--- src/rtl/spi_mem_pkg.sv ---
`default_nettype none
// ============================================================================
// Module      : spi_mem_pkg
// Description : Shared definitions for the SPI memory host controller:
//               two-bit frame command codes, frame geometry and FSM states.
// Revision    : 1.0 - initial release
// ============================================================================
package spi_mem_pkg;

  // Frame command codes (first two payload bits of every frame)
  localparam logic [1:0] CMD_WR_ADDR = 2'b00;
  localparam logic [1:0] CMD_WR_DATA = 2'b01;
  localparam logic [1:0] CMD_RD_ADDR = 2'b10;
  localparam logic [1:0] CMD_RD_DATA = 2'b11;

  // Frame geometry
  localparam int PAYLOAD_BITS = 10;
  localparam int DATA_BITS    = 8;

  // Controller states. The ST_ prefix keeps the names clear of the GAP
  // parameter of the top level.
  typedef enum logic [2:0] {
    ST_IDLE   = 3'd0,
    ST_LEAD   = 3'd1,
    ST_SEL    = 3'd2,
    ST_SHIFT  = 3'd3,
    ST_WAIT   = 3'd4,
    ST_SAMPLE = 3'd5,
    ST_GAP    = 3'd6
  } state_e;

endpackage
`default_nettype wire

--- src/rtl/spi_bit_shifter.sv ---
`default_nettype none
// ============================================================================
// Module      : spi_bit_shifter
// Description : 10-bit parallel-load, MSB-first shift register shared by the
//               transmit path (shift_out, zero fill) and the receive path
//               (shift_in of the serial input into the low bits).
// Ports       : clk, rst          - clock, synchronous active-high reset
//               i_load/i_load_data - parallel load of a frame payload
//               i_shift_out        - shift left, zero into bit 0
//               i_shift_in         - shift left, i_ser_in into bit 0
//               i_ser_in           - serial input (MISO)
//               o_msb              - current MSB (next bit to transmit)
//               o_capture          - byte the register would hold after one
//                                    more shift_in (low 7 bits + i_ser_in)
// Revision    : 1.0 - initial release
// ============================================================================
module spi_bit_shifter
  import spi_mem_pkg::*;
(
  input  logic                    clk,
  input  logic                    rst,
  input  logic                    i_load,
  input  logic [PAYLOAD_BITS-1:0] i_load_data,
  input  logic                    i_shift_out,
  input  logic                    i_shift_in,
  input  logic                    i_ser_in,
  output logic                    o_msb,
  output logic [DATA_BITS-1:0]    o_capture
);

  logic [PAYLOAD_BITS-1:0] shreg_q;
  logic [PAYLOAD_BITS-1:0] shreg_d;

  always_comb begin
    shreg_d = shreg_q;
    if (i_load) begin
      shreg_d = i_load_data;
    end else if (i_shift_out) begin
      shreg_d = {shreg_q[PAYLOAD_BITS-2:0], 1'b0};
    end else if (i_shift_in) begin
      shreg_d = {shreg_q[PAYLOAD_BITS-2:0], i_ser_in};
    end
  end

  always_ff @(posedge clk) begin
    if (rst) begin
      shreg_q <= '0;
    end else begin
      shreg_q <= shreg_d;
    end
  end

  assign o_msb     = shreg_q[PAYLOAD_BITS-1];
  // Lets the final received bit land in the response register on the same
  // edge that completes the capture.
  assign o_capture = {shreg_q[DATA_BITS-2:0], i_ser_in};

endmodule
`default_nettype wire

--- src/rtl/spi_mem_master.sv ---
`default_nettype none
// ============================================================================
// Module      : spi_mem_master
// Description : Host-side SPI controller for the 256x8 SPI memory block.
//               Each request becomes two SPI frames (address, then data),
//               one bit per clk. Reads capture 8 MISO bits after RD_WAIT
//               cycles. A one-cycle rsp_valid pulse marks completion.
// Ports       : clk, rst                      - clock, sync active-high reset
//               req_valid/req_ready           - request handshake
//               req_write/req_addr/req_wdata  - request fields
//               rsp_valid/rsp_rdata           - completion pulse, read byte
//               SS_n/MOSI/MISO                - SPI pins
// Revision    : 1.0 - initial release
// ============================================================================
module spi_mem_master
  import spi_mem_pkg::*;
#(
  parameter int RD_WAIT = 2,
  parameter int GAP     = 1
) (
  input  logic       clk,
  input  logic       rst,
  input  logic       req_valid,
  output logic       req_ready,
  input  logic       req_write,
  input  logic [7:0] req_addr,
  input  logic [7:0] req_wdata,
  output logic       rsp_valid,
  output logic [7:0] rsp_rdata,
  output logic       SS_n,
  output logic       MOSI,
  input  logic       MISO
);

  // Down-counter reload values; each phase runs until the counter hits 0.
  localparam logic [3:0] SHIFT_INIT  = 4'(PAYLOAD_BITS - 1);
  localparam logic [3:0] WAIT_INIT   = 4'(RD_WAIT - 1);
  localparam logic [3:0] SAMPLE_INIT = 4'(DATA_BITS - 1);
  localparam logic [3:0] GAP_INIT    = 4'(GAP - 1);

  state_e     state_q, state_d;
  logic [3:0] cnt_q, cnt_d;
  logic       phase_q, phase_d;        // 0 = first frame, 1 = second frame
  logic       write_q, write_d;
  logic [7:0] wdata_q, wdata_d;
  logic       ss_n_q, ss_n_d;
  logic       mosi_q, mosi_d;
  logic       rsp_valid_q, rsp_valid_d;
  logic [7:0] rsp_rdata_q, rsp_rdata_d;

  logic                    sh_load;
  logic [PAYLOAD_BITS-1:0] sh_load_data;
  logic                    sh_shift_out;
  logic                    sh_shift_in;
  logic                    sh_msb;
  logic [DATA_BITS-1:0]    sh_capture;

  spi_bit_shifter u_shifter (
    .clk         (clk),
    .rst         (rst),
    .i_load      (sh_load),
    .i_load_data (sh_load_data),
    .i_shift_out (sh_shift_out),
    .i_shift_in  (sh_shift_in),
    .i_ser_in    (MISO),
    .o_msb       (sh_msb),
    .o_capture   (sh_capture)
  );

  always_comb begin
    state_d      = state_q;
    cnt_d        = cnt_q;
    phase_d      = phase_q;
    write_d      = write_q;
    wdata_d      = wdata_q;
    sh_load      = 1'b0;
    sh_load_data = '0;

    case (state_q)
      ST_IDLE: begin
        if (req_valid) begin
          state_d      = ST_LEAD;
          phase_d      = 1'b0;
          write_d      = req_write;
          wdata_d      = req_wdata;
          sh_load      = 1'b1;
          sh_load_data = {(req_write ? CMD_WR_ADDR : CMD_RD_ADDR), req_addr};
        end
      end
      ST_LEAD: begin
        state_d = ST_SEL;
      end
      ST_SEL: begin
        state_d = ST_SHIFT;
        cnt_d   = SHIFT_INIT;
      end
      ST_SHIFT: begin
        if (cnt_q == 4'd0) begin
          if (phase_q && !write_q) begin
            state_d = ST_WAIT;
            cnt_d   = WAIT_INIT;
          end else begin
            state_d = ST_GAP;
            cnt_d   = GAP_INIT;
          end
        end else begin
          cnt_d = cnt_q - 4'd1;
        end
      end
      ST_WAIT: begin
        if (cnt_q == 4'd0) begin
          state_d = ST_SAMPLE;
          cnt_d   = SAMPLE_INIT;
        end else begin
          cnt_d = cnt_q - 4'd1;
        end
      end
      ST_SAMPLE: begin
        if (cnt_q == 4'd0) begin
          state_d = ST_GAP;
          cnt_d   = GAP_INIT;
        end else begin
          cnt_d = cnt_q - 4'd1;
        end
      end
      ST_GAP: begin
        if (cnt_q == 4'd0) begin
          if (phase_q) begin
            state_d = ST_IDLE;
            phase_d = 1'b0;
          end else begin
            state_d      = ST_LEAD;
            phase_d      = 1'b1;
            sh_load      = 1'b1;
            sh_load_data = write_q ? {CMD_WR_DATA, wdata_q}
                                   : {CMD_RD_DATA, 8'h00};
          end
        end else begin
          cnt_d = cnt_q - 4'd1;
        end
      end
      default: begin
        state_d = ST_IDLE;
      end
    endcase
  end

  // Pin outputs are registered from the next state so they line up with
  // state_q. The shifter advances whenever the next cycle is a SHIFT cycle,
  // so its MSB is always the bit to present next.
  always_comb begin
    sh_shift_out = (state_d == ST_SHIFT);
    sh_shift_in  = (state_q == ST_SAMPLE);
    ss_n_d       = (state_d == ST_IDLE) || (state_d == ST_GAP);

    case (state_d)
      ST_SEL:   mosi_d = !write_q;
      ST_SHIFT: mosi_d = sh_msb;
      default:  mosi_d = 1'b0;
    endcase

    rsp_valid_d = phase_q && (state_q != ST_GAP) && (state_d == ST_GAP);
    rsp_rdata_d = (rsp_valid_d && !write_q) ? sh_capture : rsp_rdata_q;
  end

  always_ff @(posedge clk) begin
    if (rst) begin
      state_q     <= ST_IDLE;
      cnt_q       <= 4'd0;
      phase_q     <= 1'b0;
      write_q     <= 1'b0;
      wdata_q     <= 8'h00;
      ss_n_q      <= 1'b1;
      mosi_q      <= 1'b0;
      rsp_valid_q <= 1'b0;
      rsp_rdata_q <= 8'h00;
    end else begin
      state_q     <= state_d;
      cnt_q       <= cnt_d;
      phase_q     <= phase_d;
      write_q     <= write_d;
      wdata_q     <= wdata_d;
      ss_n_q      <= ss_n_d;
      mosi_q      <= mosi_d;
      rsp_valid_q <= rsp_valid_d;
      rsp_rdata_q <= rsp_rdata_d;
    end
  end

  assign req_ready = (state_q == ST_IDLE) && !rst;
  assign rsp_valid = rsp_valid_q;
  assign rsp_rdata = rsp_rdata_q;
  assign SS_n      = ss_n_q;
  assign MOSI      = mosi_q;

endmodule
`default_nettype wire

--- config.mk ---
export PLATFORM = sky130hd
export DESIGN_NAME = spi_mem_master
export DESIGN_NICKNAME = d
export VERILOG_FILES = /design/src/rtl/spi_mem_pkg.sv /design/src/rtl/spi_bit_shifter.sv /design/src/rtl/spi_mem_master.sv
export SDC_FILE = /design/constraint.sdc
export NUM_CORES = 1
export LEC_CHECK = 0
export ABC_AREA = 1
export ABC_CLOCK_PERIOD_IN_PS = 2200
export BUFFER_PORTS_ARGS = -buffer_cell sky130_fd_sc_hd__buf_2
export CAP_MARGIN = 10
export CORE_MARGIN = 3
export CORE_UTILIZATION = 55
export CTS_CLUSTER_SIZE = 14
export DETAILED_ROUTE_END_ITERATION = 10
export GPL_TIMING_DRIVEN = 0
export HOLD_SLACK_MARGIN = 0.12
export PLACE_DENSITY = 0.89
export SETUP_SLACK_MARGIN = 0.4
export SYNTH_ARGS = -nofsm -noshare
export SYNTH_HDL_FRONTEND = slang
export SYNTH_SLANG_ARGS = --single-unit
--- constraint.sdc ---
create_clock -name clk -period 2.2 [get_ports clk]
set_clock_uncertainty 0.1 [all_clocks]
set_input_delay 0.22 -clock clk [delete_from_list [all_inputs] [get_ports clk]]
set_output_delay 0.22 -clock clk [all_outputs]
set_load 0.02 [all_outputs]
==> reports/metrics.yaml, run 1 <==
outcome:
  status: "completed"
die:
  pin_count: 33
  die_w_um: 64.4
  core_area_mm2: 0.00315
  rows: 20
  initial_core_util_pct: 59.4
  fp.dieH_um: 64.4
  die_area_mm2: 0.00414
critical_path:
  cp.arrival_ps: 2090
  crit_family: "simple AND/OR/NAND/NOR gates"
  path_buf_inv: 2
  path_max_fanout: 8
  path_cells: "inv_4 > ha_4 > nand2_4 > nor2_4 > nor2_1 > inv_2 > nand3_2 > nand3_4 > nor2_4 > nand3_1 > nand2_1 > nor2_1"
  r2r_setup_slack_ps: 260
  cp_slowest_stage_delay_ps: 380
  crit_type: "reg -> reg"
  required_ps: 2360
  crit_slowest_cell: "dfxtp_2"
  start_kind: "flip-flop"
  end_kind: "flip-flop"
clock_network:
  h-tree-depth: 2
  clock-sinks: 38
  cts_tree: "built"
  cts.clk_slew.worst_paths_ps: 120
  numCtsBuffers: 5
  clk_path_buf_depth: 2
  worstSkewPairLatency_ps: 350
  cts_root_buf: "clkbuf_4"
synthesis:
  yosysMostFrequentCell: "nand2_1"
  synth.top_cell.area_share_pct: 40.6
  yosys_register_bits: 38
  synthArstFlopShare_pct: 0
  synth_area_leaders: "dfxtp_1, nand2_1, a21oi_1, nor2_1, inv_1"
  synth_largest_area_cell: "dfxtp_1"
  synth_ff_type: "dfxtp_1"
  syn_avg_cell_area_um2: 6.91
  synth-warning-count: 0
  yosysUniqueCellTypes: 29
  syn_area_mm2: 0.00187
  synth_fp_nets: 293
  synth_edf_count: 0
  synthCells: 271
  ys_seq_area_share_pct: 40.6
  netlist_top_cells_count: "nand2_1, dfxtp_1, nor2_1, inv_1, a21oi_1"
place:
  dp_hpwl_mm: 3.20
  gp_congestion: 0.918
  io_buffer_count: 31
  dp_cells: 346
timing:
  tns_ps: 0
  worst_slew_margin_rel_pct: 62.6
  min_period_over_period_pct: 88.1
  fin_crit_ps: 1940
  hold_viol_final: 0
  rsz0062_at_grt: "yes"
  worst_pin_slew_ps: 561
  setup_viol: 0
  slew_violations: 0
  max_clock_freq_ghz: 0.516
power_and_ir_drop:
  leakagePower_nw: 1.10
  ir_worst_vdd_uv: 658
  power.density_mw_per_mm2: 912
detailed_routing:
  first_pass_iters: 8
  drt-total-wl_mm: 5.68
  ant_nets: 0
  vias_per_cell: 5.63
  via_count: 2138
  wire_per_inst_um: 14.9
  first_iter_violations: 195
  drc: 0
final_layout:
  finalNetCount: 357
  stdcell_count: 380
  drive_gt1_share_pct: 31.5
  antennaDiodeCount: 0
  synthToLayoutAreaGrowth_pct: 36.4
  seq_area_um2: 777
  fillers: 187
  multiInputGateArea_mm2: 0.00108
global_route:
  track_usage_pct: 26.3
  grt_pass1_vias: 1936
  antenna_found_initial: 0
  grt_max_degree: 13
  grt_pass1_wl_mm: 8.57
  overflow: 0
run:
  max_cap_viol_count: 0
min_path:
  min_path_type: "in -> reg"
[worst min-delay path, stage by stage]
cell	delay, ps
buf_2	80
inv_1	50
nand3_2	60
nand2_2	40
nor2_1	60
[final timing paths]
check,start,end,cells past startpoint
max,cnt_q[0]$_SDFFE_PP0P_,rsp_rdata[1]$_SDFFE_PP0P_,12
min,MISO,rsp_rdata[0]$_SDFFE_PP0P_,5
max reg2reg,cnt_q[0]$_SDFFE_PP0P_,rsp_rdata[1]$_SDFFE_PP0P_,12
min reg2reg,wdata_q[6]$_SDFFE_PP0P_,wdata_q[6]$_SDFFE_PP0P_,2
[cells in the final DEF (no fill, tap or decap), types with 6 or more instances in the layout]
| cell type | instances |
|---|---|
| clkbuf_1 | 6 |
| nand3_1 | 16 |
| a21oi_1 | 28 |
| nor2_1 | 31 |
| inv_1 | 28 |
| nor2_4 | 6 |
| dfxtp_1 | 31 |
| nand2_4 | 6 |
| o21ai_0 | 20 |
| nand2_1 | 43 |
| buf_2 | 32 |
| dlygate4sd3_1 | 9 |
| buf_4 | 17 |
[registers in the layout, indices dropped and copies added (netlist names)]
signal,count
u_shifter.shreg_q,10
rsp_valid,1
MOSI,1
state_q,3
cnt_q,4
SS_n,1
wdata_q,8
phase_q,1
rsp_rdata,8
write_q,1
[metal layers]
layer	vias up	track usage [%]	share of wire (%)
li1	1007	-	-
met1	971	31.8	39
met2	137	44.5	48
met3	23	6.85	9.2
met4	0	9.76	3.1
met5	-	0	0
[area by class of cell]
cell class / count / share of cell area, %
multi-input cells: 188 / 42.5
flip-flops and latches: 38 / 30.4
repair buffers: 57 / 15.1
inverters: 36 / 5.58
well taps: 44 / 2.15
clock buffers: 6 / 2.01
plain buffers: 9 / 1.81
clock inverters: 2 / 0.490
[metrics by stage]
stage               util, %  power [mW]  hold WS (ps)  worst slack (ps)  area (µm²)
floorplan                 -        1.43           313               405        1880
global placement       66.3        1.58           347               208        2090
detailed placement     66.3        1.60           354               168        2090
CTS                    77.4        2.18           130               363        2440
global route           81.0        2.44           143               185        2550
finish                 81.0        2.33          98.6               263        2550
[cells by family after synthesis]
kind of cell,after synthesis,synth area share [%]
simple gates,127,32.0
compound gates,58,16.2
fa+ha+maj,1,0.668
flops,38,40.6
xor+xnor,2,0.935
buf+inv,45,9.62
[report_power, final]
part	internal, mW	leakage (nW)	switching (mW)
sequential	0.807	0.314	0.0881
combinational	0.397	0.754	0.640
clock	0.154	0.0343	0.244
[timing repair]
| action | in CTS | in global routing |
|---|---|---|
| hold buffers | 9 | 0 |
| endpoints found under the hold margin | 9 | 0 |
| pin swaps | 18 | 11 |
| resized for setup | 25 | 26 |
| endpoints found under the setup margin | 19 | 22 |
| setup buffers | 14 | 3 |
Note: power is estimated with default switching activity, not from simulation.
==> run 2: changes to the inputs <==
--- a/config.mk
+++ b/config.mk
@@ -9,14 +9,15 @@
 export ABC_CLOCK_PERIOD_IN_PS = 2200
 export BUFFER_PORTS_ARGS = -buffer_cell sky130_fd_sc_hd__buf_2
 export CAP_MARGIN = 10
-export CORE_MARGIN = 3
-export CORE_UTILIZATION = 55
+export CORE_MARGIN = 8
+export CORE_UTILIZATION = 30
 export CTS_CLUSTER_SIZE = 14
 export DETAILED_ROUTE_END_ITERATION = 10
 export GPL_TIMING_DRIVEN = 0
 export HOLD_SLACK_MARGIN = 0.12
-export PLACE_DENSITY = 0.89
+export PLACE_DENSITY = 0.57
 export SETUP_SLACK_MARGIN = 0.4
 export SYNTH_ARGS = -nofsm -noshare
 export SYNTH_HDL_FRONTEND = slang
+export SYNTH_HIERARCHICAL = 1
 export SYNTH_SLANG_ARGS = --single-unit
==> run 2 against run 1 <==
Area after synthesis grew 17%; final cell count grew 31%; maximum frequency increased by 7.9%; die area up 150%; final area rose by 18%; via count rose by 1.4%; global-route usage down 15 points; combinational power is 7% higher; critical endpoint is now rsp_rdata[0]$_SDFFE_PP0P_.
==> reports/metrics.yaml, run 2 <==
outcome:
  status: "completed"
critical_path:
  worstRegToRegCells: 12  # unchanged
  path_cells: "inv_4 > ha_4 > nand2_4 > buf_8 > buf_6 > nand2_1 > nand4_1 > inv_2 > nor2_4 > nand4_1 > nand2_1 > nor2_1"
  r2r-end: "rsp_rdata[0]$_SDFFE_PP0P_"
  crit_end: "rsp_rdata[0]$_SDFFE_PP0P_"
  path_max_fanout: 8  # unchanged
  start_kind: "flip-flop"
  crit_path_start: "cnt_q[0]$_SDFFE_PP0P_"
  cp.arrival_ps: 1880  # -210 ps
  required_ps: 2280  # -80 ps
  crit_slowest_cell: "dfxtp_4"
  cp_slowest_stage_delay_ps: 370  # about the same
  crit_type: "reg -> reg"
  r2r-start: "cnt_q[0]$_SDFFE_PP0P_"
  end_kind: "flip-flop"
  r2r_setup_slack_ps: 400  # +140 ps
synthesis:
  yosysUniqueCellTypes: 33  # +14%
  ys_seq_area_share_pct: 34.7  # -6.0 points
  synthArstFlopShare_pct: 0  # unchanged
  synth-warning-count: 6  # +6
  synth_fp_nets: 356  # +22%
  synth_largest_area_cell: "dfxtp_1"
  yosysMostFrequentCell: "nand2_1"
  synth_edf_count: 0  # unchanged
  yosys_register_bits: 38  # unchanged
  synth_ff_type: "dfxtp_1"
  synth_area_leaders: "dfxtp_1, nand2_1, nor2_1, inv_1, nand3_1"
  synth.top_cell.area_share_pct: 34.7  # -6.0 points
  netlist_top_cells_count: "nand2_1, nor2_1, inv_1, dfxtp_1, nand3_1"
  syn_avg_cell_area_um2: 6.59  # -4.6%
  synthCells: 333  # +23%
  syn_area_mm2: 0.00219  # +17%
detailed_routing:
  vias_per_cell: 4.37  # -22%
  drt-total-wl_mm: 5.61  # -1.2%
  via_count: 2169  # +1.4%
  ant_nets: 0  # unchanged
  wire_per_inst_um: 11.3  # -24%
  first_pass_iters: 4  # -4
  first_iter_violations: 92  # -53%
  drc: 0  # unchanged
global_route:
  track_usage_pct: 11.6  # -15 points
  grt_max_degree: 13  # unchanged
  overflow: 0  # unchanged
  grt_pass1_vias: 2119  # +9.5%
  grt_pass1_wl_mm: 9.73  # +14%
  antenna_found_initial: 0  # unchanged
die:
  core_area_mm2: 0.00718  # +130%
  rows: 31  # +55%
  fp.dieH_um: 102  # +58%
  initial_core_util_pct: 30.6  # -29 points
  die_w_um: 102  # +58%
  pin_count: 33  # unchanged
  die_area_mm2: 0.0103  # +150%
timing:
  fin_crit_ps: 1800  # -142 ps
  min_period_over_period_pct: 81.6  # -6.5 points
  max_clock_freq_ghz: 0.557  # +7.9%
  setup_viol: 0  # unchanged
  rsz0062_at_grt: "yes"
  tns_ps: 0  # unchanged
  slew_violations: 0  # unchanged
  hold_viol_final: 0  # unchanged
  worst_pin_slew_ps: 451  # -110 ps
  worst_slew_margin_rel_pct: 69.9  # +7.4 points
place:
  dpl_cell_area_mm2: 0.00250  # +20%
  dp_hpwl_mm: 4.07  # +27%
  io_buffer_count: 31  # unchanged
  gp_congestion: 0.807  # -12%
clock_network:
  worstSkewPairLatency_ps: 290  # -60 ps
  h-tree-depth: 2  # unchanged
  cts.clk_slew.worst_paths_ps: 80  # -40 ps
  cts_tree: "built"
  numCtsBuffers: 5  # unchanged
  cts_root_buf: "clkbuf_8"
  clock-sinks: 38  # unchanged
  clk_path_buf_depth: 2  # unchanged
power_and_ir_drop:
  power.density_mw_per_mm2: 903  # -0.97%
  ir_worst_vdd_uv: 459  # -30%
  leakagePower_nw: 1.42  # +29%
final_layout:
  antennaDiodeCount: 0  # unchanged
  synthToLayoutAreaGrowth_pct: 37.1
  finalNetCount: 419  # +17%
  drive_gt1_share_pct: 31.5  # -0.061 points
  layout_common_cells: "nand2_1, nor2_1, inv_1"
  fin_area_mm2: 0.00301  # +18%
  top_register: "u_shifter/shreg_q"
  largest_reg_flops: 10  # unchanged
  final_common_cell: "nand2_1"
min_path:
  min_path_type: "in -> reg"
run:
  max_cap_viol_count: 0  # unchanged
==> run 2: how the worst min path moves through the flow <==
stage / cells after the start / endpoint / start
3_3_place_gp: 2 / wdata_q[0]$_SDFFE_PP0P_ / wdata_q[0]$_SDFFE_PP0P_
2_1_floorplan: 1 / MOSI$_SDFF_PP0_ / rst
4_1_cts: 3 / wdata_q[6]$_SDFFE_PP0P_ / req_wdata[6]
5_1_grt: 3 / wdata_q[4]$_SDFFE_PP0P_ / req_wdata[4]
3_5_place_dp: 2 / wdata_q[4]$_SDFFE_PP0P_ / wdata_q[4]$_SDFFE_PP0P_
6_report: 3 / wdata_q[6]$_SDFFE_PP0P_ / req_wdata[6]
==> run 2: cell families after synthesis <==
| group | after synthesis | synth area share, % |
|---|---|---|
| XOR/XNOR | 1 | 0.399 |
| buffers and inverters | 70 | 14.3 |
| AO/OA/AOI/OAI | 45 | 11.3 |
| flip-flops | 38 | 34.7 |
| AND/OR/NAND/NOR | 177 | 38.2 |
| adder cells (fa/ha/maj) | 2 | 1.14 |
==> run 2: per-layer routing <==
metal / vias up / part of all wire (%) / global-route usage, %
li1: 1179 / - / -
met1: 928 / 49 / 15.4
met2: 55 / 43 / 17.6
met3: 7 / 7.2 / 3.51
met4: 0 / 1.1 / 3.44
met5: - / 0 / 0
==> run 2: worst max-delay path: cells and delay by family, from the launching register on <==
family,cells,cell delay (ps)
buffers and inverters,4,370
flip-flops,1,370
AND/OR/NAND/NOR,7,690
adder cells (fa/ha/maj),1,170
==> run 2: area by class of cell <==
type / instances / area (µm²)
Timing Repair Buffer: 55 / 362
Buffer: 18 / 144
Fill cell: 773 / 4170
Clock inverter: 2 / 60.1
Sequential cell: 38 / 768
Inverter: 52 / 203
Tap cell: 99 / 124
Multi-Input combinational cell: 226 / 1270
Clock buffer: 6 / 82.6
==> run 2: per-stage QoR <==
stage	power, mW	util, %	hold slack, ps	setup WS [ps]	std cells
floorplan	1.52	-	189	383	333
global placement	1.68	34.9	335	8.30	463
detailed placement	1.70	34.9	342	-23.6	463
CTS	2.62	40.5	125	389	491
global route	2.90	41.9	139	263	496
finish	2.72	41.9	125	405	496
==> run 2: power by group <==
group	total [mW]	internal (mW)	switching (mW)	leakage, nW
Combinational	1.11	0.501	0.608	1.04
Clock	0.733	0.484	0.250	0.0714
Sequential	0.876	0.794	0.0819	0.314
==> run 2: timing repair <==
| action | in CTS | in global routing |
|---|---|---|
| gates cloned | 2 | 0 |
| setup endpoints to repair | 18 | 24 |
| hold buffers | 6 | 0 |
| endpoints found under the hold margin | 6 | 0 |
| buffers inserted | 12 | 5 |
| gates resized for setup | 29 | 23 |
| pin swaps | 11 | 13 |
